[config.mk]
export PLATFORM = sky130hd
export DESIGN_NAME = valve_peak_hold_rx
export DESIGN_NICKNAME = d
export VERILOG_FILES = /design/src/rtl/valve_peak_hold_rx.sv
export SDC_FILE = /design/constraint.sdc
export NUM_CORES = 2
export LEC_CHECK = 0
export BUFFER_PORTS_ARGS = -buffer_cell sky130_fd_sc_hd__buf_2
export CAP_MARGIN = 15
export CORE_UTILIZATION = 60
export CTS_BUF_LIST = sky130_fd_sc_hd__clkbuf_8
export DETAILED_ROUTE_END_ITERATION = 8
export GPL_TIMING_DRIVEN = 0
export HOLD_SLACK_MARGIN = 0.05
export PLACE_DENSITY = 0.77
export SLEW_MARGIN = 20
export SYNTH_ARGS = -nofsm -noshare
export SYNTH_HDL_FRONTEND = slang
export SYNTH_SLANG_ARGS = --single-unit
export TNS_END_PERCENT = 100
[constraint.sdc]
create_clock -name sys_clk -period 4.2 [get_ports sys_clk]
set_clock_uncertainty 0.1 [all_clocks]
set_input_delay 0.84 -clock sys_clk [delete_from_list [all_inputs] [get_ports sys_clk]]
set_output_delay 0.84 -clock sys_clk [all_outputs]
set_load 0.01 [all_outputs]
[src/rtl/valve_peak_hold_rx.sv]
// valve_peak_hold_rx: serial valve frame receiver with per-channel peak-and-hold drive; optional VALVE_HOLD_TIMEOUT_EN forces all valves off after TIMEOUT_CYCLES without a valid frame
module valve_peak_hold_rx #(
  parameter int CHANNELS       = 48,
  parameter int HV_CYCLES      = 20000,
  parameter int TIMEOUT_CYCLES = 2000000
) (
  input  logic                sys_clk,
  input  logic                rst,
  input  logic                line_sclk,
  input  logic                line_sen,
  input  logic                line_sdata,
  output logic [CHANNELS-1:0] valve_state,
  output logic [CHANNELS-1:0] signal_high_voltage,
  output logic [CHANNELS-1:0] signal_low_voltage,
  output logic                frame_err
);
  localparam int CW = $clog2(CHANNELS + 2);
  typedef enum logic [1:0] {OFF, KICK, HOLD} drv_t;
  logic [1:0] r_sclk_s, r_sen_s, r_sdata_s;
  logic r_sclk_d, r_sen_d;
  logic [CW-1:0] r_cnt;
  logic [CHANNELS-1:0] r_shift;
  logic w_sclk_rise, w_sen_rise, w_sen_fall, w_din, w_commit, w_expire;
  assign w_sclk_rise = r_sclk_s[1] & ~r_sclk_d;
  assign w_sen_rise  = r_sen_s[1] & ~r_sen_d;
  assign w_sen_fall  = ~r_sen_s[1] & r_sen_d;
  assign w_din       = ~r_sdata_s[1];
  assign w_commit    = w_sen_fall && r_cnt == CW'(CHANNELS);
  // two-flop synchronisers plus one delay stage for edge detection
  always_ff @(posedge sys_clk) begin
    if (rst) begin
      r_sclk_s  <= '0;
      r_sen_s   <= '0;
      r_sdata_s <= '0;
      r_sclk_d  <= 1'b0;
      r_sen_d   <= 1'b0;
    end else begin
      r_sclk_s  <= {r_sclk_s[0], line_sclk};
      r_sen_s   <= {r_sen_s[0], line_sen};
      r_sdata_s <= {r_sdata_s[0], line_sdata};
      r_sclk_d  <= r_sclk_s[1];
      r_sen_d   <= r_sen_s[1];
    end
  end
  // shift in active-low bits, bit k to channel k; shifting past CHANNELS drops extra bits
  always_ff @(posedge sys_clk) begin
    if (rst || w_sen_rise) begin
      r_cnt   <= '0;
      r_shift <= '0;
    end else if (w_sclk_rise && r_sen_s[1]) begin
      r_shift <= r_shift | (CHANNELS'(w_din) << r_cnt);
      r_cnt   <= (r_cnt == CW'(CHANNELS + 1)) ? r_cnt : r_cnt + 1'b1;
    end
  end
`ifdef VALVE_HOLD_TIMEOUT_EN
  localparam int TW = $clog2(TIMEOUT_CYCLES + 1);
  logic [TW-1:0] r_to;
  assign w_expire = r_to == TW'(TIMEOUT_CYCLES - 1);
  // cycles since last valid commit, parked at the expiry value
  always_ff @(posedge sys_clk) begin
    if (rst || w_commit) r_to <= '0;
    else if (!w_expire) r_to <= r_to + 1'b1;
  end
`else
  assign w_expire = 1'b0;
`endif
  // commit complete frames, flag short or long ones
  always_ff @(posedge sys_clk) begin
    if (rst) begin
      valve_state <= '0;
      frame_err   <= 1'b0;
    end else begin
      valve_state <= w_commit ? r_shift : w_expire ? '0 : valve_state;
      frame_err   <= w_sen_fall && !w_commit;
    end
  end
  genvar g;
  for (g = 0; g < CHANNELS; g++) begin : g_ch
    drv_t r_st, w_nxt;
    logic [15:0] r_kc;
    logic r_hv, r_lv;
    // off wins; a fresh turn-on kicks; kick ends after HV_CYCLES
    always_comb begin
      w_nxt = !valve_state[g] ? OFF :
              r_st == OFF ? KICK :
              (r_st == KICK && r_kc == 16'(HV_CYCLES - 1)) ? HOLD : r_st;
    end
    // state, kick length counter and registered drive outputs
    always_ff @(posedge sys_clk) begin
      if (rst) begin
        r_st <= OFF;
        r_kc <= '0;
        r_hv <= 1'b0;
        r_lv <= 1'b0;
      end else begin
        r_st <= w_nxt;
        r_kc <= (r_st == KICK && w_nxt == KICK) ? r_kc + 1'b1 : '0;
        r_hv <= w_nxt == KICK;
        r_lv <= w_nxt == HOLD;
      end
    end
    assign signal_high_voltage[g] = r_hv;
    assign signal_low_voltage[g]  = r_lv;
  end
endmodule

After elaboration in Yosys (flattened, before gate mapping)
Index checks and enable logic that the tools add are counted.
{"block": "word_totals", "ff_bits": 1071, "input_bits": 5}
{"block": "op_classes", "bitwise_logic": 57, "n_eq_ne": 194, "shift": 1, "n_reduce_logical": 198, "n_addsub": 49, "n_mux": 144}
{"op": "adder 16 x 1 -> 16 bit (second input constant)", "n": 48}
{"op": "equality test 16 x 15 -> 1 bit (second input constant)", "n": 48}
{"op": "two-way mux 2 bit", "n": 144}
{"op": "equality test 2 x 1 -> 1 bit (second input constant)", "n": 96}
{"op": "logical AND 1 bit", "n": 99}
{"op": "equality test 2 bit (second input constant)", "n": 48}
{"op": "logical NOT 2 bit", "n": 48}
{"op": "OR reduction 2 bit", "n": 48}
{"op": "NOT 1 bit", "n": 53}
{"op": "bitwise OR 48 bit", "n": 1}
{"op": "left shift 1 x 6 -> 48 bit", "n": 1}
{"op": "equality test 6 bit (second input constant)", "n": 2}
{"op": "adder 6 x 1 -> 6 bit (second input constant)", "n": 1}
{"op": "AND 1 bit", "n": 3}
{"op": "AND reduction 2 bit", "n": 1}
{"op": "logical NOT 1 bit", "n": 1}
{"op": "logical OR 1 bit", "n": 1}

Logic depth before layout (Yosys ltp)
{"block": "logic_depth", "ltp_word": 9, "depth_mapped": 8, "depth_no_buf": 5}

Worst setup path before layout
OpenSTA, ideal clock, no wires.
{"block": "synth_path", "path_kind": "input-to-reg", "from": "in rst", "to": "reg g_ch[29].r_kc[11]", "cell_stages": 7, "path_slack_ns": 1.919, "arrival_time_ns": 2.117, "n_path_buf": 4, "required_ns": 4.036, "cell_sequence": "buf_2 > buf_2 > nand2b_1 > or3b_2 > buf_4 > buf_6 > nor2_1"}
{"block": "synth_via", "elab_chain_len": 1}
{"element": "start, declared", "line": "8", "rtl": "input logic rst,"}
{"element": "OR reduction 2 bit (no line)"}
{"element": "end signal, assigned", "line": "97", "rtl": "r_kc <= (r_st == KICK && w_nxt == KICK) ? r_kc + 1'b1 : '0;"}
{"element": "end, declared", "line": "80", "rtl": "logic [15:0] r_kc;"}
No other way between the ends.
A chain may end at the register's enable or synchronous reset.

Worst setup path after layout
{"block": "layout_path", "from": "in rst", "to": "reg valve_state[22]"}
{"element": "end signal, assigned", "line": "73", "rtl": "valve_state <= w_commit ? r_shift : w_expire ? '0 : valve_state;"}
{"element": "end, declared", "line": "12", "rtl": "output logic [CHANNELS-1:0] valve_state,"}
No word-level cell between the ends.

==> flow_summary.json <==
{
  "syn_area_mm2": 0.0452,
  "total_power_mw": 19.4,
  "switching_fraction_of_total_power": 0.213,
  "tightestPinTransition_ps": 998,
  "max_clock_freq_mhz": 327,
  "cp-end-kind": "flop",
  "initial_utilization": 0.607,
  "power_frac_clock": 0.471,
  "internal_power_mw": 15.2,
  "ctsHoldBuffers": 0,
  "cap_viol_max_count": 0,
  "final-instance-count-excl-fill": 6502,
  "via_count_of_the_first_global_routing_pass": 32700,
  "synthesis.nets": 5118,
  "holdCritPathClass": "input port to flop",
  "yosys_warnings": 0,
  "path_common_cell": "buf_2",
  "synthesized_netlist_cell_count": 5062,
  "finalNetCount": 5443,
  "synthFlopType": "dfxtp_1",
  "place_hpwl_um": 61800,
  "cp.required_ps": 4740,
  "tritonroute_pass_1_iters": 5,
  "hold_violations": 0,
  "result_of_the_run": "complete, no violations",
  "clk_path_buf_depth": 3,
  "netSwitchingPower_mw": 4.12,
  "timing.setup.critical_path_class": "input port to flop",
  "dieWidth_um": 276,
  "numClockSinks": 1071,
  "synthArstFlopShare": 0,
  "routed_via_density": 5.36,
  "rsz0062_at_grt": "no",
  "floorplan.die.height_um": 276,
  "timing.final.setup_violations": 0,
  "timing.final.crit_share": 0.727,
  "cell_class_contributing_the_biggest_share_of_worst_path_delay": "buffers and inverters",
  "placed_cells": 6180,
  "grt_start_max_net_pins": 17,
  "synth_top_cell_area_share": 0.474,
  "coreArea_mm2": 0.0744,
  "type_of_origin_of_the_critical_path": "input port",
  "final.hold.worst_slack_ps": 176,
  "setup-tns-final_ps": 0,
  "arrival_ps": 3590,
  "critical-path-max-stage-delay_ps": 500,
  "floorplan.io_pins": 150,
  "place_ws_ps": 393,
  "insertion_delay_ps": 810,
  "ctsHtreeMaxLevel": 4,
  "critPathSlowestCell": "clkbuf_1",
  "final_layout_size_suffix_gt1_frac": 0.127,
  "globalRouteOverflowTotal": 0,
  "first_pass_grt_wire_length_um": 151000,
  "post-route-worst-setup-slack_ps": 1150,
  "syn-mean-instance-area_um2": 8.93,
  "finalCoreUtilization": 0.683,
  "cts_setup_buffers": 0,
  "floorplan.rows": 100,
  "period_needed_ps": 3050,
  "path_buf_inv": 7,
  "design.die.area_mm2": 0.0764,
  "ys_seq_elements": 1071,
  "placedInstanceArea_mm2": 0.0472,
  "worst_relative_slew_slack": 0.329,
  "cts.root.buffer_cell": "clkbuf_8",
  "sequential_fraction_of_design_power": 0.525,
  "tritoncts": "built",
  "number_of_enable_flip_flop_cells_after_synthesis": 0,
  "area.growth.synth_to_final_pct": 12.4,
  "detail_route.iter0.violations": 2066,
  "path_max_fanout": 11,
  "synth.distinct_cells": 62,
  "drt_wl_total_um": 89100,
  "synth-seq-area-share": 0.474,
  "vias": 34800,
  "postCtsResizedCells": 0,
  "num_cts_buffers": 174,
  "worst_path_clk_slew_ps": 50,
  "finalMaxSlewViolations": 0,
  "power.density_mw_per_mm2": 381,
  "synthTopCellsByArea": "dfxtp_1 (47%), xnor2_1 (9.0%), nor2_1 (7.6%), xor2_1 (3.6%), nand4_1 (3.1%)",
  "globalRouteTotalUtil": 0.232,
  "fin_area_mm2": 0.0508,
  "combinationalPowerShare": 0.004,
  "place_congestion": 0.893,
  "detail_route.drc_violations": 0,
  "irDropWorstVdd_uv": 334,
  "detail-route-antenna-nets": 0,
  "worstPathCellList": "buf_2 -> buf_2 -> buf_2 -> buf_2 -> buf_2 -> buf_2 -> clkbuf_1 -> a21oi_1",
  "synth_largest_area_cell": "dfxtp_1",
  "power.leakage_nw": 16.4,
  "antenna_found_initial": 6,
  "port_buffers": 149,
  "drt-wirelength-per-cell_um": 13.7
}
-- final timing paths --
check	cells past startpoint	end	start	slack [ps]
hold / removal	2	r_sen_s[0]	line_sen	180
hold reg to reg	1	r_sclk_s[1]	r_sclk_s[0]	340
setup / recovery	8	valve_state[22]	rst	1150
setup reg to reg	8	valve_state[22]	r_cnt[1]	1820
-- placed cells by master (no fill, tap or decap), types with 7 or more instances in the layout --
cell type   instances
nor3b_1            10
and3_1             47
o31ai_1             9
nor3_1            169
nand2b_1           79
nor2_1            916
nor4_1            172
a22o_1             12
or3b_1             20
o41ai_1             7
or4b_1             55
xnor2_1           463
and4_1             45
and2_1             10
o21ai_0             8
buf_2             183
clkbuf_8          228
xor2_1            188
nand4_1           221
a211oi_1           20
or2_2              14
nor4_2             39
buf_4             141
dfxtp_1          1071
clkinvlp_4          8
buf_6              21
clkinv_2           25
nor2b_1           114
or4_1              53
clkbuf_1           47
nand3_1           250
nand2_1           314
inv_1             215
ha_1               51
a21oi_1           197
or3_1              28
-- sequential cells by signal (all words and copies together) (netlist names) --
register / count
g_ch.r_kc: 768
r_sen_s: 2
r_sen_d: 1
g_ch.r_lv: 48
valve_state: 48
r_sclk_d: 1
frame_err: 1
r_sdata_s: 2
r_cnt: 6
r_sclk_s: 2
g_ch.r_st: 96
r_shift: 48
g_ch.r_hv: 48
-- layer usage --
metal | part of all wire | wire length (um) | up-vias | global-route usage
met5 | 0 | 0 | - | 0
met4 | 0.028 | 2460 | 0 | 0.0918
met3 | 0.049 | 4400 | 156 | 0.0530
met2 | 0.46 | 40700 | 636 | 0.379
met1 | 0.47 | 41600 | 16100 | 0.296
li1 | - | - | 17900 | -
-- cell type report --
| type | count | area, um2 |
|---|---|---|
| fill | 6036 | 23600 |
| sequential | 1071 | 21400 |
| buffer | 249 | 1670 |
| antenna | 5 | 12.5 |
| tap | 969 | 1210 |
| timing repair buffer | 149 | 746 |
| inverter | 168 | 631 |
| multi-input combinational | 3574 | 21500 |
| clock buffer | 228 | 3140 |
| clock inverter | 89 | 512 |
-- power by group through the flow --
stage | Clock, mW | Sequential (mW) | Combinational [mW]
2_1_floorplan | 0 | 10.4 | 0.0365
3_3_place_gp | 0 | 10.4 | 0.0688
3_5_place_dp | 0 | 10.4 | 0.0688
4_1_cts | 9.39 | 10.2 | 0.0692
5_1_grt | 9.86 | 10.2 | 0.0745
6_report | 9.13 | 10.2 | 0.0705
-- cell usage after synthesis (9+ instances only) --
cell type	n
a211oi_1	20
and3_1	47
and4_1	45
nand2b_1	79
nor3b_1	10
nor4_1	172
xnor2_1	463
nand4_1	221
nor2_1	916
or4b_1	55
and2_1	10
dfxtp_1	1071
clkbuf_1	47
buf_2	34
nor4_2	39
or4_1	53
nand2_1	314
inv_1	168
nor2b_1	114
or2_2	14
a22o_1	12
or3_1	28
ha_1	51
buf_6	21
xor2_1	188
buf_4	141
o31ai_1	9
nor3_1	169
or3b_1	20
nand3_1	250
a21oi_1	197
-- kinds of logic (layout without fill, tap and decap cells) --
| family | count (synthesis) | in the layout | synth area share |
|---|---|---|---|
| AOI/OAI and AO/OA | 270 | 270 | 0.0344 |
| DFF | 1071 | 1071 | 0.474 |
| buffers and inverters | 417 | 883 | 0.0509 |
| muxes | 3 | 3 | 0.000664 |
| xor gates and xnor gates | 651 | 651 | 0.126 |
| other | 0 | 5 | 0 |
| and+or+nand+nor | 2599 | 2599 | 0.299 |
| adders and majority gates | 51 | 51 | 0.0141 |
No activity file was read; power rests on OpenSTA's default activity.
